`src/rtl/dogx_sched_pkg.sv`:
```
// Shared types and sizing helpers for the datapath sample scheduler and its FIFO.
package dogx_sched_pkg;

   typedef enum logic [2:0] {IDLE, ARM, WARMUP, RUN, DRAIN} sched_state_t;

   localparam int DIV_DEF            = 8;
   localparam int WARMUP_SAMPLES_DEF = 16;
   localparam int CAPTURE_DELAY_DEF  = 2;
   localparam int N_BITS_OUT_DEF     = 9;
   localparam int FIFO_DEPTH_DEF     = 4;

   // Counter width able to hold 0..n-1; never narrower than one bit.
   function automatic int cnt_width(input int n);
      return (n <= 2) ? 1 : $clog2(n);
   endfunction

endpackage

```
`src/rtl/sample_fifo.sv`:
```
// First-word-fall-through FIFO for captured samples; head holds its last value when empty.
module sample_fifo
   import dogx_sched_pkg::*;
#(
   parameter int WIDTH = N_BITS_OUT_DEF,
   parameter int DEPTH = FIFO_DEPTH_DEF
) (
   input  logic             CLK_24M,
   input  logic             reset,
   input  logic             push,
   input  logic [WIDTH-1:0] push_data,
   input  logic             pop,
   output logic [WIDTH-1:0] data,
   output logic             valid,
   output logic             full
);

   localparam int PTR_W = cnt_width(DEPTH);
   localparam int CNT_W = PTR_W + 1;

   logic [WIDTH-1:0] mem [DEPTH];
   logic [PTR_W-1:0] wr_ptr, rd_ptr;
   logic [CNT_W-1:0] count_q;
   logic [WIDTH-1:0] hold_q;
   logic             do_push, do_pop;

   assign valid   = (count_q != '0);
   assign full    = (count_q == CNT_W'(DEPTH));
   assign do_pop  = pop && valid;
   // A pop frees the slot this cycle, so a push into a full FIFO still lands.
   assign do_push = push && (!full || do_pop);
   assign data    = valid ? mem[rd_ptr] : hold_q;

   always_ff @(posedge CLK_24M) begin
      if (do_push) mem[wr_ptr] <= push_data;
   end

   always_ff @(posedge CLK_24M or negedge reset) begin
      if (!reset) begin
         wr_ptr  <= '0;
         rd_ptr  <= '0;
         count_q <= '0;
         hold_q  <= '0;
      end else begin
         if (do_push) wr_ptr <= wr_ptr + 1'b1;
         if (do_pop) begin
            rd_ptr <= rd_ptr + 1'b1;
            hold_q <= mem[rd_ptr];
         end
         case ({do_push, do_pop})
            2'b10:   count_q <= count_q + 1'b1;
            2'b01:   count_q <= count_q - 1'b1;
            default: count_q <= count_q;
         endcase
      end
   end

endmodule

```
`src/rtl/datapath_sample_scheduler.sv`:
```
// Sequences one datapath channel: sampling strobe, warm-up discard, output FIFO, overrun flag.
//   state  | meaning
//   IDLE   | datapath held in reset, no strobes, FIFO untouched
//   ARM    | datapath released, one cycle before the first strobe
//   WARMUP | strobes issued, captures discarded until the warm-up count is reached
//   RUN    | strobes issued, captures pushed to the FIFO
//   DRAIN  | no new strobes; in-flight captures land, FIFO empties, then IDLE
module datapath_sample_scheduler
   import dogx_sched_pkg::*;
#(
   parameter int DIV            = DIV_DEF,
   parameter int WARMUP_SAMPLES = WARMUP_SAMPLES_DEF,
   parameter int CAPTURE_DELAY  = CAPTURE_DELAY_DEF,
   parameter int N_BITS_OUT     = N_BITS_OUT_DEF,
   parameter int FIFO_DEPTH     = FIFO_DEPTH_DEF
) (
   input  logic                  CLK_24M,
   input  logic                  reset,
   input  logic                  run,
   output logic                  enable_sampling_3M,
   output logic                  datapath_reset,
   input  logic [N_BITS_OUT-1:0] channel_output,
   output logic [N_BITS_OUT-1:0] sample_data,
   output logic                  sample_valid,
   input  logic                  sample_ready,
   input  logic                  clear_overrun,
   output logic                  overrun,
   output logic                  busy
);

   localparam int PHASE_W = cnt_width(DIV);
   localparam int WARM_W  = cnt_width(WARMUP_SAMPLES);

   sched_state_t             state_q, state_d;
   logic [PHASE_W-1:0]       phase_q;
   logic [WARM_W-1:0]        warm_q;
   logic [CAPTURE_DELAY-1:0] dly_q;
   logic                     sampling, tap, in_flight, push, pop, fifo_full;

   assign sampling           = (state_q == WARMUP) || (state_q == RUN);
   assign enable_sampling_3M = sampling && (phase_q == '0);
   assign datapath_reset     = (state_q != IDLE);
   assign busy               = (state_q != IDLE);
   assign tap                = dly_q[CAPTURE_DELAY-1];
   assign in_flight          = |dly_q;
   assign push               = tap && ((state_q == RUN) || (state_q == DRAIN));
   assign pop                = sample_valid && sample_ready && (state_q != IDLE);

   always_ff @(posedge CLK_24M or negedge reset) begin
      if (!reset) state_q <= IDLE;
      else        state_q <= state_d;
   end

   always_comb begin
      state_d = state_q;
      case (state_q)
         IDLE:    if (run) state_d = ARM;
         ARM:     state_d = WARMUP;
         WARMUP: begin
            if (!run) state_d = IDLE;
            else if (tap && (warm_q == WARM_W'(WARMUP_SAMPLES - 1))) state_d = RUN;
         end
         RUN:     if (!run) state_d = DRAIN;
         DRAIN:   if (!in_flight && !sample_valid) state_d = IDLE;
         default: state_d = IDLE;
      endcase
   end

   always_ff @(posedge CLK_24M or negedge reset) begin
      if (!reset) begin
         phase_q <= '0;
         warm_q  <= '0;
         dly_q   <= '0;
         overrun <= 1'b0;
      end else begin
         if (!sampling)                          phase_q <= '0;
         else if (phase_q == PHASE_W'(DIV - 1))  phase_q <= '0;
         else                                    phase_q <= phase_q + 1'b1;

         if (state_q != WARMUP) warm_q <= '0;
         else if (tap)          warm_q <= warm_q + 1'b1;

         // Cleared in IDLE so a stale strobe from an aborted warm-up cannot land after restart.
         if (state_q == IDLE) dly_q <= '0;
         else                 dly_q <= (dly_q << 1) | CAPTURE_DELAY'(enable_sampling_3M);

         if (push && fifo_full && !pop) overrun <= 1'b1;
         else if (clear_overrun)        overrun <= 1'b0;
      end
   end

   sample_fifo #(
      .WIDTH (N_BITS_OUT),
      .DEPTH (FIFO_DEPTH)
   ) u_fifo (
      .CLK_24M   (CLK_24M),
      .reset     (reset),
      .push      (push),
      .push_data (channel_output),
      .pop       (pop),
      .data      (sample_data),
      .valid     (sample_valid),
      .full      (fifo_full)
   );

endmodule

```
`config.mk`:
```
export PLATFORM = sky130hd
export DESIGN_NAME = datapath_sample_scheduler
export DESIGN_NICKNAME = d
export VERILOG_FILES = /design/src/rtl/dogx_sched_pkg.sv /design/src/rtl/sample_fifo.sv /design/src/rtl/datapath_sample_scheduler.sv
export SDC_FILE = /design/constraint.sdc
export NUM_CORES = 1
export LEC_CHECK = 0
export CAP_MARGIN = 20
export CORE_ASPECT_RATIO = 1.2
export CORE_MARGIN = 2
export CORE_UTILIZATION = 60
export DETAILED_ROUTE_END_ITERATION = 7
export GPL_TIMING_DRIVEN = 0
export PLACE_DENSITY_LB_ADDON = 0.1
export SETUP_SLACK_MARGIN = 0.2
export SYNTH_ARGS = -nofsm -noshare
export SYNTH_HDL_FRONTEND = slang
export SYNTH_SLANG_ARGS = --single-unit
```
`constraint.sdc`:
```
create_clock -name CLK_24M -period 6 [get_ports CLK_24M]
set_input_delay 1.5 -clock CLK_24M [delete_from_list [all_inputs] [get_ports CLK_24M]]
set_output_delay 1.5 -clock CLK_24M [all_outputs]
set_load 0.05 [all_outputs]
```
Word-level counts from Yosys, hierarchy flattened:

Memories as Yosys holds them, arrays and structs flattened.
Index checks and enable logic that the tools add are counted.

* $add $sub $neg: 6
* eq/ne operators: 14
* muxes and demuxes: 17
* bitwise logic cells: 1
* reductions and logical operators: 26

Operators by type and width (count)
* $mux 3: 7
* $pmux 3 s5: 1
* $logic_and 1x1->1: 10
* $eq 3x3->1 const B: 3
* $mux 9: 1
* $mux 4: 2
* $add 3x1->3 const B: 2
* $eq 3x2->1 const B: 2
* $logic_not 3->1: 2
* $ne 3x2->1 const B: 2
* $pmux 3 s2: 1
* $reduce_bool 2->1: 3
* $reduce_bool 3->1: 2
* $add 2x1->2 const B: 2
* $add 4x1->4 const B: 1
* $eq 4x4->1 const B: 1
* $logic_not 1->1: 4
* $mux 1: 4
* $ne 2x2->1 const B: 2
* $reduce_and 4->1: 1
* $eq 3x1->1 const B: 1
* $logic_or 1x1->1: 3
* $sub 3x1->3 const B: 1
* $eq 2x1->1 const B: 1
* other kinds (5): 5

* flip-flop bits (word level): 29
* memory bits (writable): 36
* output and inout port bits: 14
* word-level logic and storage cells: 74
* memories kept: 1

Memories
* u_fifo.mem: depth 4, width 9, read ports 1, clocked after memory_dff 0, wr ports 1, RTL line sample_fifo.sv:21 `logic [WIDTH-1:0] mem [DEPTH];`

Logic depth before layout (Yosys ltp):

* depth in word-level cells: 8
* gate-level depth with buffers: 10
* gate-level depth less buffers: 9

Cells and area by module:

From an unflattened synthesis, not the netlist that was laid out.

* cells, all modules: 205
* area total of the unflattened synthesis: 2899.0 µm²

Modules (own cells, without submodules)
* sample_fifo: times used 1, cells an instance 146, area each 2247.2 µm², seq. area each 1481.4 µm²
* datapath_sample_scheduler: times used 1, cells an instance 59, area each 651.9 µm², seq. area each 325.3 µm²

Worst setup path after synthesis:

No wires, ideal clock.

* path kind: register -> output
* start: register state_q[1]
* end: output enable_sampling_3M
* arrival time: 1.860 ns
* required time: 4.500 ns
* setup slack: 2.640 ns
* stages on the path, launching flop included: 3
* path through: dfrtp_1 -> or2b_1 -> nor3b_1

* cells in the longest elaborated chain, start to end: 3
* elaborated cells between the ends (all ways): 4

Ends and longest elaborated chain
* start: declaration: RTL line datapath_sample_scheduler.sv:34 `sched_state_t state_q, state_d;`
* start signal: assignment: RTL line datapath_sample_scheduler.sv:51 `else state_q <= state_d;`
* $eq 3x2->1: RTL line datapath_sample_scheduler.sv:40 `assign sampling = (state_q == WARMUP) || (state_q == RUN);`
* $logic_or 1x1->1 *: RTL line datapath_sample_scheduler.sv:40
* $logic_and 1x1->1 *: RTL line datapath_sample_scheduler.sv:41 `assign enable_sampling_3M = sampling && (phase_q == '0);`
* end: declaration: RTL line datapath_sample_scheduler.sv:20 `output logic enable_sampling_3M,`

Mark *: on every way between the ends. The rest lies on a longest branch, timed or not.

Worst setup path after layout:

* start: register u_fifo.count_q[0]
* end: output sample_data[0]

* cells in the longest elaborated chain, start to end: 2

Ends and longest elaborated chain
* start: declaration: RTL line sample_fifo.sv:23 `logic [CNT_W-1:0] count_q;`
* start signal: assignment: RTL line sample_fifo.sv:51 `2'b10: count_q <= count_q + 1'b1;`
* start signal: assignment: RTL line sample_fifo.sv:52 `2'b01: count_q <= count_q - 1'b1;`
* start signal: assignment: RTL line sample_fifo.sv:53 `default: count_q <= count_q;`
* $reduce_bool 3->1: RTL line sample_fifo.sv:27 `assign valid = (count_q != '0);`
* $mux 9: RTL line sample_fifo.sv:32 `assign data = valid ? mem[rd_ptr] : hold_q;`
* end: declaration: RTL line datapath_sample_scheduler.sv:23 `output logic [N_BITS_OUT-1:0] sample_data,`

No other way between the ends.

==> summary.md <==
| Metric | Value |
|---|---|
| Antenna Cells | `0` |
| Share of layout cells above drive strength 1 | `16.7%` |
| Largest net degree at the start of global routing | `22` |
| Pleak | `1.36 nW` |
| Net switching power | `710 uW` |
| Most frequent cells in the layout | `36 x edfxtp_1, 29 x dfrtp_1, 28 x nand2_1` |
| # hold bufs at CTS | `0` |
| R2R Path End | `u_fifo.count_q[2]` |
| Crit path DAT | `2.51 ns` |
| Setup total negative slack | `0 ns` |
| Chip width | `66.4 microns` |
| Top FF cell, synth | `edfxtp_1` |
| Worst slew pin tran | `0.701 ns` |
| Crit-path max FO | `10` |
| Routed WL per cell | `17.5 microns` |
| Synth Register Bits | `65` |
| Post-synth ARST share | `44.6%` |
| First-pass iteration count of the detailed router | `4` |
| Seq pwr share | `33.1%` |
| Total gr overflow | `0` |
| Synth area leader | `edfxtp_1` |
| Area delta synth->final | `21.8%` |
| Hpwl dp | `3.47 mm` |
| Clock power frac | `24.1%` |
| GRT Util Overall | `22.9%` |
| Vias | `1584` |
| Commonest non-fill, non-tap cell in the layout | `edfxtp_1` |
| DR iter-0 viols | `74` |
| PostCTS Resize Cnt | `0` |
| Initial antenna violation count | `0` |
| Peak Freq | `250 MHz` |
| Logic pwr share | `42.8%` |
| Period utilization | `66.8%` |
| Worst vdd ir | `0.308 mV` |
| Root Buffer | `clkbuf_8` |
| Worst Setup Start Kind | `register` |
| Cell area after synthesis | `0.00280 sq mm` |
| Final Util | `75.4%` |
| EDFF count, synth | `36` |
| Syn avg cell area | `14.7 sq um` |
| Post-CTS Setup Inserts | `0` |
| CTS tree | `built` |
| Hold Path Origin | `phase_q[2]` |
| TritonCTS Buffers | `9` |
| I/O pins | `28` |
| Reg2reg path depth | `9` |
| Nets | `253` |
| Die H | `78.9 microns` |
| Top cell type's share of synthesized area | `38.6%` |
| DR DRC count | `0` |
| Floorplan core area | `0.00453 sq mm` |
| Starting Density | `61.9%` |
| Clock Path Buffers | `2` |
| Layout fillers | `277` |
| Hold EP | `dly_q[0]` |
| Internal | `1.15 mW` |
| Reg-to-reg slack, setup | `3.46 ns` |
| Warnings, synthesis | `0` |
| Final hold violations | `0` |
| Die area | `0.00523 sq mm` |
| Worst skew pair latency | `0.34 ns` |
| Std-Cell Rows | `27` |
| Hold crit path type | `reg -> reg` |
| Final non-filler cell area | `0.00341 sq mm` |
| Tmin final | `4.01 ns` |
| Crit. End Element | `output pin` |
| PwrDens | `544 mW/mm^2` |
| Setup violations, final | `0` |
| Gp weighted congestion | `0.766` |
| Number of global-route vias before repair | `1762` |
| Slew Limit Headroom | `52.9%` |
| Number of routed nets with antenna violations | `0` |
| Total number of H-tree levels | `3` |
| Yosys cell types | `35` |
| Switching share of power | `38.2%` |
| Slew Limit Fails | `0` |
| Post-synthesis net count | `214` |
| Clk slew on worst S/H paths | `0.07 ns` |
| Mean number of vias per cell | `5.42` |
| Mapped Cells | `190` |
| Setup Skew | `0.00523 ns` |
| Status | `completed` |
| Port bufs | `27` |
| Largest cells by area after synthesis | `edfxtp_1 39%, dfrtp_1 26%, mux4_2 7.2%, ha_1 4.0%, nand2_1 3.8%` |
| Crit Path Class | `reg -> out` |
| RSZ-0062 raised after global routing | `no` |
| Register area share after synthesis | `64.5%` |
| Worst reg2reg path startpoint | `state_q[1]` |
| Placement-stage cell area | `0.00317 sq mm` |
| Req. time, crit path | `4.50 ns` |
| Max cap viols | `0` |
| Final wirelength | `5.10 mm` |
| Hold path cells | `1` |
| First-pass GRT wire length | `8.30 mm` |
| Clock sinks | `65` |
==> cells by family (layout without fill, tap and decap cells) <==
family,after synthesis,count (layout),synth area share (%)
XOR/XNOR,9,9,2.81
adder cells (fa/ha/maj),10,10,4.73
buffers and inverters,18,62,2.86
multiplexers,21,21,12.0
flip-flops,65,65,64.5
AND/OR/NAND/NOR,61,61,11.0
AO/OA/AOI/OAI,6,6,2.10
==> metal layers <==
layer  track usage, %  vias up  share of wire [%]
met1             24.2      801                 39
met3             8.36        8                3.5
li1                 -      750                  -
met2             40.3       25                 56
met4             10.2        0                1.6
met5                0        -                  0
==> synth_stat cells, types with 4 or more instances <==
| library cell | n |
|---|---|
| dfrtp_1 | 29 |
| mux4_2 | 9 |
| edfxtp_1 | 36 |
| xor2_1 | 6 |
| nor3b_1 | 5 |
| inv_1 | 11 |
| mux2_2 | 9 |
| nor2_1 | 7 |
| ha_1 | 9 |
| and2_1 | 6 |
| nand2_1 | 28 |
| clkbuf_1 | 4 |
==> per-stage QoR <==
step / instances / hold slack (ns) / total power [mW] / worst slack, ns
after floorplan: 190 / 0.438 / 1.18 / 2.64
after global placement: 275 / 0.448 / 1.37 / 2.39
after detailed placement: 276 / 0.476 / 1.42 / 2.33
after CTS: 292 / 0.491 / 1.87 / 1.95
after global routing: 292 / 0.506 / 1.95 / 1.86
final: 292 / 0.484 / 1.86 / 1.99
==> worst max-delay path by stage <==
| stage | end | start | depth (start not counted) |
|---|---|---|---|
| 2_1_floorplan | enable_sampling_3M | state_q[1] | 2 |
| 3_3_place_gp | sample_data[0] | u_fifo.rd_ptr[0] | 5 |
| 3_5_place_dp | u_fifo.count_q[2] | sample_ready | 10 |
| 4_1_cts | sample_data[0] | u_fifo.count_q[0] | 5 |
| 5_1_grt | sample_data[0] | u_fifo.count_q[0] | 5 |
| 6_report | sample_data[0] | u_fifo.count_q[0] | 5 |
==> critical path, cell delays in order (launching register included) <==
cell,delay [ns]
dfrtp_1,0.42
nor3_1,0.34
clkbuf_1,0.39
nand2_1,0.13
nand2_1,0.09
clkdlybuf4s50_1,0.80
==> final cells by class <==
| type | instances | area [sq um] | share of cell area, % |
|---|---|---|---|
| timing repair buffer | 28 | 298 | 8.72 |
| tap | 58 | 72.6 | 2.13 |
| inverter | 11 | 41.3 | 1.21 |
| buffer | 7 | 38.8 | 1.14 |
| sequential | 65 | 1810 | 52.9 |
| clock buffer | 9 | 124 | 3.63 |
| multi-input combinational | 107 | 915 | 26.8 |
| clock inverter | 7 | 118 | 3.45 |
==> power by group through the flow <==
stage | Clock (mW) | Sequential [mW] | Combinational, mW
2_1_floorplan | 0 | 0.603 | 0.580
3_3_place_gp | 0 | 0.612 | 0.763
3_5_place_dp | 0 | 0.622 | 0.794
4_1_cts | 0.456 | 0.613 | 0.804
5_1_grt | 0.478 | 0.624 | 0.851
6_report | 0.448 | 0.615 | 0.795
==> sequential cells by signal, indices dropped and copies added (netlist names) <==
signal          flops
u_fifo.mem         36
u_fifo.hold_q       9
warm_q              4
phase_q             3
state_q             3
u_fifo.count_q      3
dly_q               2
u_fifo.rd_ptr       2
u_fifo.wr_ptr       2
overrun             1
No activity file was read; power rests on OpenSTA's default activity.
